===== src/rtl/harris_pkg.sv =====
// Shared types and constants for the Harris window sequencer.
package harris_pkg;

   typedef enum logic [2:0] {
      ST_IDLE,
      ST_FETCH,
      ST_DRAIN,
      ST_FIRE,
      ST_WAIT,
      ST_EVAL,
      ST_EMIT,
      ST_DONE
   } state_t;

   localparam int WIN_N   = 4;
   localparam int WIN_PIX = 16;
   localparam int GRAD_W  = 16;
   localparam int SCORE_W = 64;

   function automatic int slot_lsb(input logic [3:0] k);
      return GRAD_W * int'(k);
   endfunction

endpackage


===== src/rtl/harris_win_addr_gen.sv =====
// Window position (wx, wy) and slot counter k, plus the gradient RAM read address.
module harris_win_addr_gen #(
   parameter int IMG_W   = 64,
   parameter int IMG_H   = 64,
   parameter int ADDR_W  = 12,
   parameter int COORD_W = 8
) (
   input  logic               clk,
   input  logic               rst_n,
   input  logic               clear,
   input  logic               step_k,
   input  logic               advance,
   output logic [COORD_W-1:0] wx,
   output logic [COORD_W-1:0] wy,
   output logic [3:0]         k,
   output logic [ADDR_W-1:0]  addr,
   output logic               last_k,
   output logic               last_win
);

   localparam logic [COORD_W-1:0] WX_LAST = COORD_W'(IMG_W - 4);
   localparam logic [COORD_W-1:0] WY_LAST = COORD_W'(IMG_H - 4);

   logic [COORD_W-1:0] wx_q, wx_d;
   logic [COORD_W-1:0] wy_q, wy_d;
   logic [3:0]         k_q, k_d;
   logic [ADDR_W-1:0]  row, col;

   always_ff @(posedge clk or negedge rst_n) begin
      if (!rst_n) begin
         wx_q <= '0;
         wy_q <= '0;
         k_q  <= '0;
      end else begin
         wx_q <= wx_d;
         wy_q <= wy_d;
         k_q  <= k_d;
      end
   end

   always_comb begin
      wx_d = wx_q;
      wy_d = wy_q;
      k_d  = k_q;
      if (clear) begin
         wx_d = '0;
         wy_d = '0;
         k_d  = '0;
      end else begin
         if (step_k) k_d = k_q + 4'd1;
         if (advance) begin
            k_d = '0;
            if (wx_q < WX_LAST) begin
               wx_d = wx_q + 1'b1;
            end else if (wy_q < WY_LAST) begin
               wx_d = '0;
               wy_d = wy_q + 1'b1;
            end
         end
      end
   end

   // Row/column widened to the address width so the product cannot wrap.
   always_comb begin
      row  = ADDR_W'(wy_q) + ADDR_W'(k_q[3:2]);
      col  = ADDR_W'(wx_q) + ADDR_W'(k_q[1:0]);
      addr = row * ADDR_W'(IMG_W) + col;
   end

   assign wx       = wx_q;
   assign wy       = wy_q;
   assign k        = k_q;
   assign last_k   = (k_q == 4'd15);
   assign last_win = (wx_q == WX_LAST) && (wy_q == WY_LAST);

endmodule


===== src/rtl/harris_window_sequencer.sv =====
// Frame scan controller: fetches 4x4 gradient windows, scores them, emits corners.
//
// state | meaning
// IDLE  | waiting for start
// FETCH | 16 RAM reads for the current window, slot k-1 captured each cycle
// DRAIN | capture last read (slot 15)
// FIRE  | win_valid pulse to the score unit
// WAIT  | score latency down-counter
// EVAL  | compare sampled R against thresh
// EMIT  | corner record offered until corner_ready
// DONE  | one-cycle done pulse
module harris_window_sequencer
   import harris_pkg::*;
#(
   parameter int IMG_W     = 64,
   parameter int IMG_H     = 64,
   parameter int ADDR_W    = 12,
   parameter int COORD_W   = 8,
   parameter int SCORE_LAT = 1
) (
   input  logic               clk,
   input  logic               rst_n,
   input  logic               start,
   input  logic               abort,
   input  logic [63:0]        thresh,
   output logic               busy,
   output logic               done,
   output logic               mem_rd_en,
   output logic [ADDR_W-1:0]  mem_addr,
   input  logic [15:0]        mem_gx,
   input  logic [15:0]        mem_gy,
   output logic [255:0]       win_gx,
   output logic [255:0]       win_gy,
   output logic               win_valid,
   input  logic [63:0]        score_r,
   output logic               corner_valid,
   input  logic               corner_ready,
   output logic [COORD_W-1:0] corner_x,
   output logic [COORD_W-1:0] corner_y,
   output logic [63:0]        corner_score,
   output logic [15:0]        corner_cnt
);

   localparam int LAT_W = (SCORE_LAT > 1) ? $clog2(SCORE_LAT) : 1;
   localparam logic [LAT_W-1:0] LAT_INIT = LAT_W'(SCORE_LAT - 1);

   state_t               state_q, state_d;
   logic [255:0]         win_gx_q, win_gx_d;
   logic [255:0]         win_gy_q, win_gy_d;
   logic [SCORE_W-1:0]   corner_score_q, corner_score_d;
   logic [15:0]          corner_cnt_q, corner_cnt_d;
   logic [LAT_W-1:0]     lat_q, lat_d;

   logic                 clear, step_k, advance, do_adv;
   logic                 wr_en;
   logic [3:0]           wr_idx;
   logic [COORD_W-1:0]   wx, wy;
   logic [3:0]           k;
   logic                 last_k, last_win;

   harris_win_addr_gen #(
      .IMG_W   (IMG_W),
      .IMG_H   (IMG_H),
      .ADDR_W  (ADDR_W),
      .COORD_W (COORD_W)
   ) u_addr_gen (
      .clk      (clk),
      .rst_n    (rst_n),
      .clear    (clear),
      .step_k   (step_k),
      .advance  (advance),
      .wx       (wx),
      .wy       (wy),
      .k        (k),
      .addr     (mem_addr),
      .last_k   (last_k),
      .last_win (last_win)
   );

   always_ff @(posedge clk or negedge rst_n) begin
      if (!rst_n) begin
         state_q        <= ST_IDLE;
         win_gx_q       <= '0;
         win_gy_q       <= '0;
         corner_score_q <= '0;
         corner_cnt_q   <= '0;
         lat_q          <= '0;
      end else begin
         state_q        <= state_d;
         win_gx_q       <= win_gx_d;
         win_gy_q       <= win_gy_d;
         corner_score_q <= corner_score_d;
         corner_cnt_q   <= corner_cnt_d;
         lat_q          <= lat_d;
      end
   end

   always_comb begin
      state_d        = state_q;
      win_gx_d       = win_gx_q;
      win_gy_d       = win_gy_q;
      corner_score_d = corner_score_q;
      corner_cnt_d   = corner_cnt_q;
      lat_d          = lat_q;
      clear          = 1'b0;
      step_k         = 1'b0;
      advance        = 1'b0;
      do_adv         = 1'b0;
      wr_en          = 1'b0;
      wr_idx         = k - 4'd1;

      case (state_q)
         ST_IDLE: begin
            if (start && !abort) begin
               clear        = 1'b1;
               corner_cnt_d = '0;
               state_d      = ST_FETCH;
            end
         end
         ST_FETCH: begin
            step_k = 1'b1;
            wr_en  = (k != 4'd0);
            if (last_k) state_d = ST_DRAIN;
         end
         ST_DRAIN: begin
            wr_en   = 1'b1;
            wr_idx  = 4'd15;
            state_d = ST_FIRE;
         end
         ST_FIRE: begin
            lat_d   = LAT_INIT;
            state_d = ST_WAIT;
         end
         ST_WAIT: begin
            if (lat_q == '0) begin
               corner_score_d = score_r;
               state_d        = ST_EVAL;
            end else begin
               lat_d = lat_q - 1'b1;
            end
         end
         ST_EVAL: begin
            if ($signed(corner_score_q) > $signed(thresh)) state_d = ST_EMIT;
            else do_adv = 1'b1;
         end
         ST_EMIT: begin
            if (corner_ready) begin
               if (corner_cnt_q != 16'hFFFF) corner_cnt_d = corner_cnt_q + 16'd1;
               do_adv = 1'b1;
            end
         end
         ST_DONE: state_d = ST_IDLE;
         default: state_d = ST_IDLE;
      endcase

      if (do_adv) begin
         if (last_win) begin
            state_d = ST_DONE;
         end else begin
            advance = 1'b1;
            state_d = ST_FETCH;
         end
      end

      if (wr_en) begin
         win_gx_d[slot_lsb(wr_idx) +: GRAD_W] = mem_gx;
         win_gy_d[slot_lsb(wr_idx) +: GRAD_W] = mem_gy;
      end

      // Abort freezes counters and the corner count; only the state returns to IDLE.
      if (abort && state_q != ST_IDLE) begin
         state_d      = ST_IDLE;
         step_k       = 1'b0;
         advance      = 1'b0;
         corner_cnt_d = corner_cnt_q;
      end
   end

   assign busy         = (state_q != ST_IDLE);
   assign done         = (state_q == ST_DONE);
   assign mem_rd_en    = (state_q == ST_FETCH);
   assign win_valid    = (state_q == ST_FIRE);
   assign corner_valid = (state_q == ST_EMIT);
   assign win_gx       = win_gx_q;
   assign win_gy       = win_gy_q;
   assign corner_x     = wx;
   assign corner_y     = wy;
   assign corner_score = corner_score_q;
   assign corner_cnt   = corner_cnt_q;

endmodule

===== config.mk =====
export PLATFORM = sky130hd
export DESIGN_NAME = harris_window_sequencer
export DESIGN_NICKNAME = d
export VERILOG_FILES = /design/src/rtl/harris_pkg.sv /design/src/rtl/harris_win_addr_gen.sv /design/src/rtl/harris_window_sequencer.sv
export SDC_FILE = /design/constraint.sdc
export NUM_CORES = 1
export LEC_CHECK = 0
export BUFFER_PORTS_ARGS = -buffer_cell sky130_fd_sc_hd__buf_2
export CAP_MARGIN = 20
export CORE_AREA = 5 5 304 306
export CTS_BUF_LIST = sky130_fd_sc_hd__clkbuf_8
export DETAILED_ROUTE_END_ITERATION = 8
export DIE_AREA = 0 0 309 311
export PLACE_DENSITY = 0.62
export SYNTH_ARGS = -nofsm -noshare
export SYNTH_HDL_FRONTEND = slang
export SYNTH_SLANG_ARGS = --single-unit

===== constraint.sdc =====
create_clock -name clk -period 4.3 [get_ports clk]
set_input_delay 0.215 -clock clk [delete_from_list [all_inputs] [get_ports clk]]
set_output_delay 0.215 -clock clk [all_outputs]
set_load 0.1 [all_outputs]

==> impl_metrics.toml <==
[place]
hpwlAfterDp_um = 76070
dpl-instance-area_um2 = 31760
place.gp.congestion = 0.8810
portBuffers = 789
dp_slack_ps = 683.6

[synth]
syn-num-nets = 2797
yosysTopAreaCell = "dfrtp_1"
synth-seq-cells = 615
netlist_area_um2 = 26420
synth_edf_count = 0
synth.yosys.seq_area_share_pct = 58.24
netlist_instances = 2548
async_flop_share_pct = 100.0
synth_top_area_share_pct = 58.24
ys.flop_type = "dfrtp_1"
ys_warn_count = 0
synthTopCellsByArea = "dfrtp_1 58%, o31ai_1 13%, nand2_1 10%"
synth.distinct_cells = 59
syn_avg_cell_area_um2 = 10.37

[drt]
firstDrtPassIters = 8
ant_nets = 0
vias = 23404
drc = 0
drt_iter0_markers = 1838
via_per_inst = 5.016
post_drt_wl_per_cell_um = 22.98
routed_wl_um = 107200

[sta]
period_share_pct = 93.15
min_period_ps = 4005
slew_headroom_pct = 28.12
fin_setup_tns_ps = 0
worstMarginPinSlew_ps = 1078
holdWs_ps = 148.6
fin_worst_skew_ps = 27.84
slew_violations = 0
rsz0062_at_grt = "no"
hold_violations = 0
setup_slack_ps = 294.7
setup_viol = 0
fmax_mhz = 249.7

[layout]
design_area_um2 = 34880
area_growth_pct = 31.99
drive_gt1_share_pct = 31.40
num-nets-final = 3665

[die]
start_util_pct = 29.58
die_h_um = 311
ioPinCount = 790
die_width_um = 309
rows = 110
dieArea_um2 = 96100
core_um2 = 89320

[setup_path]
ff2ff_path_depth = 12
r2r_end = "win_gx[145]"
critical_path_buf_inv_count = 4
regToRegStartpoint = "state_q[1]"
arrival_ps = 3790
path_max_fanout = 8
cp.required_ps = 4090
crit_path_end_kind = "output port"
crit_type = "flip-flop to output port"
cp_top_family = "adder cells"
startpoint_type = "flip-flop"
critPathSlowestCell = "fa_1"
max_stage_delay_ps = 500
reg2reg_slack_ps = 630
path_cells = "ha_1 -> inv_1 -> fa_1 -> nor2_1 -> xor2_1 -> ha_1 -> inv_1 -> fa_1 -> inv_1 -> a21oi_1 -> nor2_1 -> xnor2_2 -> clkbuf_4"
critical_path.most_common_cell = "inv_1"

[grt]
grt-ovfl-total = 0
grt_pass1_wl_um = 158100
grt_max_degree = 96
grt_pass1_vias = 23822
antenna_found_initial = 3
track_usage_pct = 21.62

[clocking]
cts-root-buf = "clkbuf_8"
clock_latency_ps = 750
clk_path_buf_depth = 3
cts_sinks = 615
numCtsBuffers = 105
cts_htree_levels = 3
cts_tree = "yes"
clk_pin_slew_ps = 60

[outcome]
status = "finished clean"

[run]
cap_violations = 0

[min_path]
min_path_type = "primary input to async pin"
[logic make-up (layout without fill, tap and decap cells)]
family          after synthesis  after routing  share of synthesized area, %
other cells                   0              3                             0
flops                       615            615                         58.24
simple gates                872            872                         13.48
buf+inv                     262           1201                         3.736
mux                          65             65                         2.765
fa+ha+maj                    84             84                         4.063
xor+xnor                     36             36                         1.222
compound gates              614            614                         16.49
[what timing repair did]
item | CTS | global route
hold buffers | 100 | 0
endpoints found under the setup margin | 0 | 1
buffers inserted | 0 | 0
hold endpoints to repair | 278 | 0
resized for setup | 0 | 4
[synth_stat cells, drive strengths merged (3+ instances only)]
master and number:
a211oi 7, a21o 5, a21oi 43, a221o 3
a221oi 3, and2 4, and3 9, and4 4
buf 5, clkbuf 170, dfrtp 615, fa 3
ha 81, inv 87, mux2 64, nand2 708
nand2b 5, nand3 25, nand4 22, nor2 48
nor2b 9, nor3 15, nor4 7, o211ai 3
o21a 5, o21ai 79, o22ai 3, o2bb2ai 3
o31ai 448, or2 4, or3 6, xnor2 14
xor2 22
[metal layers]
layer / GRT usage, % / routed length, µm
met3: 5.969 / 8685
met4: 8.988 / 4819
met2: 35.99 / 50910
met5: 0 / 11
met1: 26.47 / 42770
[cell type report]
cell class | instances | area [µm²]
fill | 8932 | 54450
inverter | 87 | 326.6
multi-input combinational | 1671 | 10170
timing repair buffer | 936 | 5403
sequential | 615 | 15390
clock inverter | 50 | 341.6
tap | 1176 | 1471
antenna | 3 | 7.507
clock buffer | 128 | 1762
[placed cells by master (no fill, tap or decap), types with 8 or more instances in the layout]
| cell type | synthesis | layout |
|---|---|---|
| buf_2 | 3 | 787 |
| nand2_1 | 704 | 692 |
| dfrtp_1 | 615 | 612 |
| o31ai_1 | 448 | 448 |
| clkbuf_8 | 0 | 128 |
| inv_1 | 87 | 116 |
| dlygate4sd3_1 | 0 | 100 |
| ha_1 | 81 | 81 |
| o21ai_0 | 79 | 79 |
| mux2_2 | 64 | 64 |
| nor2_1 | 47 | 45 |
| a21oi_1 | 41 | 41 |
| buf_4 | 0 | 40 |
| nand4_1 | 22 | 22 |
| xor2_1 | 22 | 22 |
| nand3_1 | 25 | 22 |
| nand2_2 | 4 | 14 |
| nor3_1 | 14 | 12 |
| clkinv_2 | 0 | 11 |
| xnor2_1 | 13 | 10 |
| and3_1 | 9 | 9 |
| nor2b_1 | 8 | 8 |
[state kept, by name, indices dropped and copies added, names as in the netlist]
name           cells
u_addr_gen.k       4
corner_cnt        16
state_q            3
win_gx           256
win_gy           256
corner_score      64
u_addr_gen.wx      8
u_addr_gen.wy      8
[per-stage QoR]
step,instances,util (%)
detailed placement,4385,35.56
global placement,4385,35.56
CTS,4663,39.03
finish,4666,39.05
global route,4665,39.04
floorplan,2548,-
[worst register-to-register path: cells and delay by family, from the launching register on]
kind	cells	cell delay (ps)
adders and majority gates	1	240
and+or+nand+nor	8	2030
buffers and inverters	2	490
AOI/OAI and AO/OA	1	320
DFF	1	490
[worst max-delay path by stage]
stage,startpoint,to,cells after the start
final,u_addr_gen.wx[0],mem_addr[10],13
after global placement,state_q[1],win_gx[145],12
after global routing,u_addr_gen.k[0],mem_addr[10],13
after CTS,u_addr_gen.wx[1],mem_addr[10],12
after detailed placement,state_q[1],win_gy[149],12
after floorplan,u_addr_gen.wx[0],mem_addr[9],9
Power is left out: the tool's default activity adds up to more than one toggle a clock period on the data nets, which glitch-free logic cannot reach.
